==> src/rtl/pipe_pkg.sv <==
`default_nettype none
// ============================================================================
// Module      : pipe_pkg
// Description : Shared opcode/funct constants, field positions and FSM states
//               for the single-issue instruction controller.
// Revision    : 1.0 - initial release
// ============================================================================
package pipe_pkg;

  localparam logic [5:0] OPC_RTYPE = 6'b000000;
  localparam logic [5:0] OPC_LOAD  = 6'b100011;
  localparam logic [5:0] FUNCT_ADD = 6'b100000;
  localparam logic [5:0] FUNCT_SUB = 6'b100010;

  localparam int OPC_HI   = 31;
  localparam int OPC_LO   = 26;
  localparam int RS_HI    = 25;
  localparam int RS_LO    = 21;
  localparam int RT_HI    = 20;
  localparam int RT_LO    = 16;
  localparam int RD_HI    = 15;
  localparam int RD_LO    = 11;
  localparam int FUNCT_HI = 5;
  localparam int FUNCT_LO = 0;

  typedef enum logic [1:0] {
    ST_IDLE  = 2'd0,
    ST_HOLD  = 2'd1,
    ST_DRAIN = 2'd2
  } state_e;

endpackage
`default_nettype wire

==> src/rtl/pipe_issue_ctrl_if.sv <==
`default_nettype none
// ============================================================================
// Module      : pipe_issue_ctrl_if
// Description : Fetch, issue, writeback and status signals of the controller.
// Revision    : 1.0 - initial release
// ============================================================================
interface pipe_issue_ctrl_if #(
  parameter int CNT_W = 16
) ();
  logic             in_valid;
  logic [31:0]      instr_in;
  logic             in_ready;
  logic             flush;
  logic             issue_valid;
  logic [31:0]      issue_instr;
  logic             wb_valid;
  logic [4:0]       wb_rd;
  logic             busy;
  logic [CNT_W-1:0] stall_cnt;
  logic [CNT_W-1:0] drop_cnt;

  modport master (
    output in_valid, instr_in, flush, wb_valid, wb_rd,
    input  in_ready, issue_valid, issue_instr, busy, stall_cnt, drop_cnt
  );

  modport slave (
    input  in_valid, instr_in, flush, wb_valid, wb_rd,
    output in_ready, issue_valid, issue_instr, busy, stall_cnt, drop_cnt
  );
endinterface
`default_nettype wire

==> src/rtl/pipe_decode.sv <==
`default_nettype none
// ============================================================================
// Module      : pipe_decode
// Description : Combinational decode of ADD/SUB/LOAD into register operands.
// Revision    : 1.0 - initial release
// ============================================================================
module pipe_decode
  import pipe_pkg::*;
(
  input  logic [31:0] instr_i,
  output logic        legal_o,
  output logic [4:0]  src1_o,
  output logic [4:0]  src2_o,
  output logic        use_src2_o,
  output logic [4:0]  dest_o
);
  logic [5:0] opc;
  logic [5:0] funct;
  logic       unused_shamt;

  assign opc          = instr_i[OPC_HI:OPC_LO];
  assign funct        = instr_i[FUNCT_HI:FUNCT_LO];
  assign unused_shamt = ^instr_i[10:6];

  always_comb begin
    legal_o    = 1'b0;
    src1_o     = instr_i[RS_HI:RS_LO];
    src2_o     = instr_i[RT_HI:RT_LO];
    use_src2_o = 1'b0;
    dest_o     = 5'd0;
    if (opc == OPC_RTYPE && (funct == FUNCT_ADD || funct == FUNCT_SUB)) begin
      legal_o    = 1'b1;
      use_src2_o = 1'b1;
      dest_o     = instr_i[RD_HI:RD_LO];
    end else if (opc == OPC_LOAD) begin
      legal_o = 1'b1;
      dest_o  = instr_i[RT_HI:RT_LO];
    end
  end
endmodule
`default_nettype wire

==> src/rtl/pipe_issue_ctrl.sv <==
`default_nettype none
// ============================================================================
// Module      : pipe_issue_ctrl
// Description : One-entry issue buffer with register scoreboard, flush/drain.
// Revision    : 1.0 - initial release
// ============================================================================
module pipe_issue_ctrl
  import pipe_pkg::*;
#(
  parameter int CNT_W = 16
) (
  input  logic               clk,
  input  logic               reset,
  pipe_issue_ctrl_if.slave   bus
);
  state_e           state_q, state_d;
  logic [31:0]      buf_q, buf_d;
  logic [31:0]      sb_q, sb_d;
  logic [CNT_W-1:0] stall_cnt_q, stall_cnt_d;
  logic [CNT_W-1:0] drop_cnt_q, drop_cnt_d;

  logic       in_legal, in_use_src2;
  logic [4:0] in_src1, in_src2, in_dest;
  logic       buf_legal, buf_use_src2;
  logic [4:0] buf_src1, buf_src2, buf_dest;
  logic [31:0] wb_mask, pend;
  logic        occupied, hazard, issue, ready, accept;
  logic        unused_dec;

  pipe_decode u_dec_in (
    .instr_i(bus.instr_in), .legal_o(in_legal), .src1_o(in_src1),
    .src2_o(in_src2), .use_src2_o(in_use_src2), .dest_o(in_dest)
  );

  pipe_decode u_dec_buf (
    .instr_i(buf_q), .legal_o(buf_legal), .src1_o(buf_src1),
    .src2_o(buf_src2), .use_src2_o(buf_use_src2), .dest_o(buf_dest)
  );

  assign unused_dec = ^{in_src1, in_src2, in_use_src2, in_dest, buf_legal};

  // Retiring register is treated as free this cycle; r0 is never pending.
  assign wb_mask  = bus.wb_valid ? (32'd1 << bus.wb_rd) : 32'd0;
  assign pend     = sb_q & ~wb_mask & ~32'd1;
  assign occupied = (state_q == ST_HOLD);
  assign hazard   = pend[buf_src1] | (buf_use_src2 & pend[buf_src2]) | pend[buf_dest];
  // A flushed instruction is discarded rather than issued.
  assign issue    = occupied && !hazard && !bus.flush && !reset;
  assign ready    = (!occupied || issue) && (state_q != ST_DRAIN) && !bus.flush && !reset;
  assign accept   = bus.in_valid && ready;

  assign bus.in_ready    = ready;
  assign bus.issue_valid = issue;
  assign bus.issue_instr = reset ? 32'd0 : buf_q;
  assign bus.busy        = !reset && (occupied || (sb_q != 32'd0));
  assign bus.stall_cnt   = reset ? '0 : stall_cnt_q;
  assign bus.drop_cnt    = reset ? '0 : drop_cnt_q;

  always_comb begin
    state_d     = state_q;
    buf_d       = buf_q;
    stall_cnt_d = stall_cnt_q;
    drop_cnt_d  = drop_cnt_q;
    // Clear before set so an issue to the retiring register keeps its bit.
    sb_d        = sb_q & ~wb_mask;
    if (issue && buf_dest != 5'd0) sb_d[buf_dest] = 1'b1;
    if (accept && in_legal) buf_d = bus.instr_in;
    if (accept && !in_legal && drop_cnt_q != '1) drop_cnt_d = drop_cnt_q + CNT_W'(1);
    if (occupied && hazard && stall_cnt_q != '1) stall_cnt_d = stall_cnt_q + CNT_W'(1);

    if (bus.flush) begin
      state_d = ST_DRAIN;
    end else begin
      case (state_q)
        ST_IDLE:  if (accept && in_legal) state_d = ST_HOLD;
        ST_HOLD:  if (issue) state_d = (accept && in_legal) ? ST_HOLD : ST_IDLE;
        ST_DRAIN: if (sb_d == 32'd0) state_d = ST_IDLE;
        default:  state_d = ST_IDLE;
      endcase
    end
  end

  always_ff @(posedge clk) begin
    if (reset) begin
      state_q     <= ST_IDLE;
      buf_q       <= 32'd0;
      sb_q        <= 32'd0;
      stall_cnt_q <= '0;
      drop_cnt_q  <= '0;
    end else begin
      state_q     <= state_d;
      buf_q       <= buf_d;
      sb_q        <= sb_d;
      stall_cnt_q <= stall_cnt_d;
      drop_cnt_q  <= drop_cnt_d;
    end
  end
endmodule
`default_nettype wire

==> src/flat_wrapper.sv <==
// flat-port wrapper written by rule: the top's interface ports become plain ports
module pipe_issue_ctrl_flat import pipe_pkg::*;
#(
  parameter int CNT_W = 16
)
  (clk, reset, bus_in_valid, bus_instr_in, bus_flush, bus_wb_valid, bus_wb_rd, bus_in_ready, bus_issue_valid, bus_issue_instr, bus_busy, bus_stall_cnt, bus_drop_cnt);
  pipe_issue_ctrl_if #(.CNT_W(CNT_W)) bus_i ();
  input  logic clk;
  input  logic reset;
  input wire logic [$bits(bus_i.in_valid)-1:0] bus_in_valid;
  input wire logic [$bits(bus_i.instr_in)-1:0] bus_instr_in;
  input wire logic [$bits(bus_i.flush)-1:0] bus_flush;
  input wire logic [$bits(bus_i.wb_valid)-1:0] bus_wb_valid;
  input wire logic [$bits(bus_i.wb_rd)-1:0] bus_wb_rd;
  output wire logic [$bits(bus_i.in_ready)-1:0] bus_in_ready;
  output wire logic [$bits(bus_i.issue_valid)-1:0] bus_issue_valid;
  output wire logic [$bits(bus_i.issue_instr)-1:0] bus_issue_instr;
  output wire logic [$bits(bus_i.busy)-1:0] bus_busy;
  output wire logic [$bits(bus_i.stall_cnt)-1:0] bus_stall_cnt;
  output wire logic [$bits(bus_i.drop_cnt)-1:0] bus_drop_cnt;
  assign bus_i.in_valid = bus_in_valid;
  assign bus_i.instr_in = bus_instr_in;
  assign bus_i.flush = bus_flush;
  assign bus_i.wb_valid = bus_wb_valid;
  assign bus_i.wb_rd = bus_wb_rd;
  assign bus_in_ready = bus_i.in_ready;
  assign bus_issue_valid = bus_i.issue_valid;
  assign bus_issue_instr = bus_i.issue_instr;
  assign bus_busy = bus_i.busy;
  assign bus_stall_cnt = bus_i.stall_cnt;
  assign bus_drop_cnt = bus_i.drop_cnt;
  pipe_issue_ctrl #(.CNT_W(CNT_W)) u_core (.clk(clk), .reset(reset), .bus(bus_i));
endmodule
==> config.mk <==
export PLATFORM = sky130hd
export DESIGN_NAME = pipe_issue_ctrl_flat
export DESIGN_NICKNAME = d
export VERILOG_FILES = /design/src/rtl/pipe_pkg.sv /design/src/rtl/pipe_issue_ctrl_if.sv /design/src/rtl/pipe_decode.sv /design/src/rtl/pipe_issue_ctrl.sv /design/src/flat_wrapper.sv
export SDC_FILE = /design/constraint.sdc
export NUM_CORES = 1
export LEC_CHECK = 0
export CORE_MARGIN = 3
export CORE_UTILIZATION = 47
export CTS_CLUSTER_SIZE = 20
export DETAILED_ROUTE_END_ITERATION = 7
export HOLD_SLACK_MARGIN = 0.15
export PLACE_DENSITY = 0.77
export SKIP_CTS_REPAIR_TIMING = 1
export SYNTH_ARGS = -nofsm -noshare
export SYNTH_HDL_FRONTEND = slang
export SYNTH_SLANG_ARGS = --single-unit
export TNS_END_PERCENT = 50
==> constraint.sdc <==
create_clock -name clk -period 4.7 [get_ports clk]
set_input_delay 1.175 -clock clk [delete_from_list [all_inputs] [get_ports clk]]
set_output_delay 1.175 -clock clk [all_outputs]
set_load 0.1 [all_outputs]
# == After elaboration in Yosys (flattened, before gate mapping) ==
# Index checks and enable logic that the tools add are counted.
# op_classes
addsub,2
n_shift,1
n_lt_le_gt_ge,4
eq_ne,17
mux,24
n_bitwise,6
reduce_logical,35
# op_table
op,n
32-bit two-way mux,3
6-bit equality test (second input constant),6
16-bit by 1-bit adder with 16-bit output (second input constant),2
32-bit AND,1
32-bit zero test,1
16-bit two-way mux,2
16-bit != test (second input constant),2
32-bit inverter,1
32-bit bitwise OR,1
32-bit nonzero test,1
1-bit by 5-bit << shifter with 32-bit output (first input constant),1
5-bit by 6-bit less-than comparator with 1-bit output (second input constant),3
1-bit logical AND,17
1-bit binary-select mux with 5-bit select,3
6-bit zero test,2
5-bit two-way mux,2
1-bit two-way mux,8
2-bit two-way mux,4
3-bit by 2-bit != test with 1-bit output (second input constant),2
2-bit case mux with 3 select lines,1
3-bit AND reduction,2
1-bit demux with 5-bit select,1
5-bit by 1-bit >= comparator with 1-bit output (second input constant),1
1-bit zero test,5
other kinds (11),17
# totals
ff_bits,98
elab_cells,95
inputBits,42

# == Longest topological paths before layout ==
# depth
word_depth,23
depth_mapped,13
ltp_nobuf,10

# == Modules after synthesis ==
# A second synthesis with hierarchy kept.
# hier_totals
hier_cells,818
area_unflattened_um2,6640.1
# by_module_without_submodules
module,instances,seq_area_each_um2,cells_per_inst,area_per_inst_um2
pipe_issue_ctrl,1,1961.9,772,6287.3
pipe_decode,2,0.0,23,176.4

# == Least setup slack after synthesis ==
# Ideal clock, no wire load.
# synth_timing
kind,input-to-output
start,in bus_wb_rd[1]
end,out bus_in_ready
setup_slack_ns,-1.039
arrival_time_ns,4.564
path_buffers,1
required_time_ns,3.525
cell_stages,10
cell_sequence,or2_1 > clkbuf_1 > o21ai_1 > mux2i_1 > mux4_2 > o2111ai_1 > o2111ai_1 > nor4_4 > nor2_1 > nor2_1
# synth_via
elab_chain_cells,17
# synth_lines
item,line,rtl
start: declaration,flat_wrapper.sv:14,input wire logic [$bits(bus_i.wb_rd)-1:0] bus_wb_rd;
1-bit by 5-bit << shifter with 32-bit output (*),pipe_issue_ctrl.sv:43,assign wb_mask = bus.wb_valid ? (32'd1 << bus.wb_rd) : 32'd0;
32-bit two-way mux (*),pipe_issue_ctrl.sv:43,
32-bit inverter (*),pipe_issue_ctrl.sv:44,assign pend = sb_q & ~wb_mask & ~32'd1;
32-bit AND (*),pipe_issue_ctrl.sv:44,
1-bit binary-select mux with 5-bit select,pipe_issue_ctrl.sv:46,assign hazard = pend[buf_src1] | (buf_use_src2 & pend[buf_src2]) | pend[buf_dest];
1-bit two-way mux (implied by the code),pipe_issue_ctrl.sv:46,
1-bit AND,pipe_issue_ctrl.sv:46,
1-bit bitwise OR,pipe_issue_ctrl.sv:46,
1-bit bitwise OR (*),pipe_issue_ctrl.sv:46,
1-bit zero test (*),pipe_issue_ctrl.sv:48,assign issue = occupied && !hazard && !bus.flush && !reset;
1-bit logical AND (*) (3 in series),pipe_issue_ctrl.sv:48,
1-bit logical OR (*),pipe_issue_ctrl.sv:49,assign ready = (!occupied || issue) && (state_q != ST_DRAIN) && !bus.flush && !reset;
1-bit logical AND (*) (3 in series),pipe_issue_ctrl.sv:49,
end: declaration,flat_wrapper.sv:15,output wire logic [$bits(bus_i.in_ready)-1:0] bus_in_ready;
# Mark *: on every way between the ends. The rest lies on a longest branch, timed or not. The select of a mux whose other input is x is not followed.

# == Worst setup path in the final report ==
# layout_timing
start,in bus_wb_rd[4]
end,out bus_in_ready
# The elaborated chain is that of the path after synthesis.

==> impl_metrics.toml <==
[routing]
wire_per_inst_um = 19.9
drc = 0
vias_per_cell = 6.11
drtAntennaViolNets = 0
vias = 5917
dr.first_iter.drc_count = 420
firstDrtPassIters = 5
routed_wirelength_mm = 19.2

[final_layout]
syn2layout_area_growth_pct = 37.3
fin_area_mm2 = 0.00766
final_util_pct = 66.5
antenna-diode-count = 0
drive_gt1_share_pct = 27.6
nets = 865
fill_cells = 954
finalNonFillerCells = 969

[die]
die_width_um = 115
die_area_mm2 = 0.0132
fp.dieH_um = 115
row_count = 39
start_util_pct = 48.5
num_io_pins = 109
fp.coreArea_mm2 = 0.0115

[logic_synthesis]
synth_cells = 654
syn_nets = 698
ys_async_sr_fraction_pct = 0
synthTopCellsByArea = "dfxtp_1 (35%), nor2b_1 (6.8%), mux2i_1 (6.8%)"
ys_ff_latch = 98
synth-xor-area-share_pct = 0.471
synth_ff_type = "dfxtp_1"
syn-cell-area_mm2 = 0.00558
synth_cell_type_count = 64
syn_avg_cell_area_um2 = 8.54
synth_most_common_cell = "dfxtp_1"
synth_edf_count = 0
yosys_warnings = 0
synth-simple-area-share_pct = 29.2
synth_top_area_share_pct = 35.1
synthAdderAreaFrac_pct = 0.448
synth_top_cell_by_area = "dfxtp_1"
ys_seq_area_share_pct = 35.1
synth_common_cells = "dfxtp_1 (98), nor2_1 (67), nor2b_1 (61)"
synth_mux_area_share_pct = 15.9
synth_top_family_by_area = "simple AND/OR/NAND/NOR gates"
synth-compound-area-share_pct = 15.4

[timing]
relSlewSlack_pct = 33.3
fin_skew_ps = 7.78
period_needed_ps = 5030
setup_tns_ps = -630
hold_violations = 0
fmax_mhz = 199
slew_viol_final = 0
worst_pin_slew_ps = 998
fin_crit_sh_pct = 107
layout_setup_ws_ps = -330
finalSetupViolCount = 2
rsz0062_at_grt = "yes"

[outcome]
violations = "setup timing"
status = "complete, but fails checks"

[critical_path]
r2r_cells = 12
cp-start-kind = "primary input"
r2r_slack_ps = 260
slowest_stage = "mux4_2"
critPathMaxStageDelay_ps = 510
cpLargestDelayFamily = "simple AND/OR/NAND/NOR gates"
worst-path-buf-inv = 4
regToRegStartpoint = "u_core.buf_q[2]"
worstReg2RegEnd = "u_core.stall_cnt_q[13]"
path_class = "in -> out"
worstPathMaxFanout = 8
critical_path.cell_chain = "buf_2 -> nand4b_1 -> o21ai_2 -> buf_4 -> mux2i_1 -> mux4_2 -> o2111ai_2 -> o2111ai_2 -> nor4_4 -> buf_4 -> nor2_4 -> nor2_4 -> buf_12"
endpoint_kind = "output port"
cp.arrival_ps = 3860
cp.required_ps = 3520

[min_path]
min_from = "u_core.drop_cnt_q[15]"
holdPathStages = 1
min_to = "u_core.drop_cnt_q[15]"
hp-class = "reg -> reg"

[pwr]
power_uw = 1720
p_per_area_mw_per_mm2 = 225
leakagePower_uw = 0.00324
irDropWorstVdd_mv = 0.208

[grt]
antenna_found_initial = 0
grt_max_degree = 96
grt_pass1_vias = 5601
grt_pass1_wl_mm = 29.6
track_usage_pct = 28.5
grt-ovfl-total = 0

[clocking]
tritoncts = "done"
clk_latency_ps = 350
clock_path_buffers = 2
cts_htree_levels = 3
numCtsBuffers = 9
root_buffer = "clkbuf_16"
cts_sinks = 98
cts.clk_slew.worst_paths_ps = 70

[job]
cap_violations = 0

[placed_design]
place_inst = 947
hpwlAfterDp_mm = 14.6
portBuffers = 108
dpl_cell_area_mm2 = 0.00722
place_congestion = 0.990
[per-layer routing]
metal  global-route usage, %  up-vias  part of all wire, %
met4                    13.9        0                  3.9
met1                    35.7     2795                   41
met2                    46.2      288                   47
met3                    6.84       57                  8.0
met5                       0        -                    0
li1                        -     2777                    -
[area by class of cell]
type                       instances  area, um^2  share of cell area, %
clock buffer                      12         256                   3.35
clock inverter                     4        48.8                  0.637
inverter                          12        45.0                  0.588
multi-input combinational        506        3560                   46.4
sequential                        98        1960                   25.6
tap                              143         179                   2.33
timing repair buffer             194        1620                   21.1
[cells by family (layout without fill, tap and decap cells)]
| logic type | Yosys count | in the layout |
|---|---|---|
| AO/OA/AOI/OAI | 130 | 130 |
| flip-flops | 98 | 98 |
| AND/OR/NAND/NOR | 295 | 295 |
| multiplexers | 76 | 76 |
| buffers and inverters | 50 | 222 |
| adder cells (fa/ha/maj) | 2 | 2 |
| XOR/XNOR | 3 | 3 |
[worst max-delay path by stage]
stage                            start           end  slack, ps  cells after the start
after floorplan           bus_wb_rd[4]  bus_in_ready       -170                      9
after global placement    bus_wb_valid  bus_in_ready       -590                     13
after detailed placement  bus_wb_rd[2]  bus_in_ready       -600                     13
after CTS                 bus_wb_rd[2]  bus_in_ready       -620                     13
after global routing      bus_wb_valid  bus_in_ready       -420                     14
final                     bus_wb_rd[4]  bus_in_ready       -330                     13
[power by group]
part	total [uW]	switching, uW	internal, uW
Sequential	834	1.97	832
Clock	771	328	443
Combinational	118	63.6	54.4
[worst register-to-register path, delay by kind of cell (launching register included)]
kind	cells	cell delay, ps
and+or+nand+nor	7	2920
AOI/OAI and AO/OA	2	420
muxes	1	360
DFF	1	320
buffers and inverters	2	320
[through the flow]
stage / hold WS, ps / worst slack, ps
after floorplan: 432 / -174
after global placement: 448 / -588
after detailed placement: 471 / -597
after CTS: 481 / -623
after global routing: 507 / -419
final: 486 / -330
[cells in the final DEF (no fill, tap or decap), types with 22 or more instances in the layout]
cell             instances
nand4_1                 22
nand2_1                 30
clkdlybuf4s50_1         34
nor2_1                  65
nor2b_1                 61
buf_4                  150
nand3_1                 24
mux2i_1                 38
o22ai_1                 33
dfxtp_1                 98
[state kept, by name (all words and copies together), names as in the netlist]
name	count
u_core.sb_q	32
u_core.drop_cnt_q	16
u_core.buf_q	32
u_core.state_q	2
u_core.stall_cnt_q	16
Power figures use the tool's default switching activity.
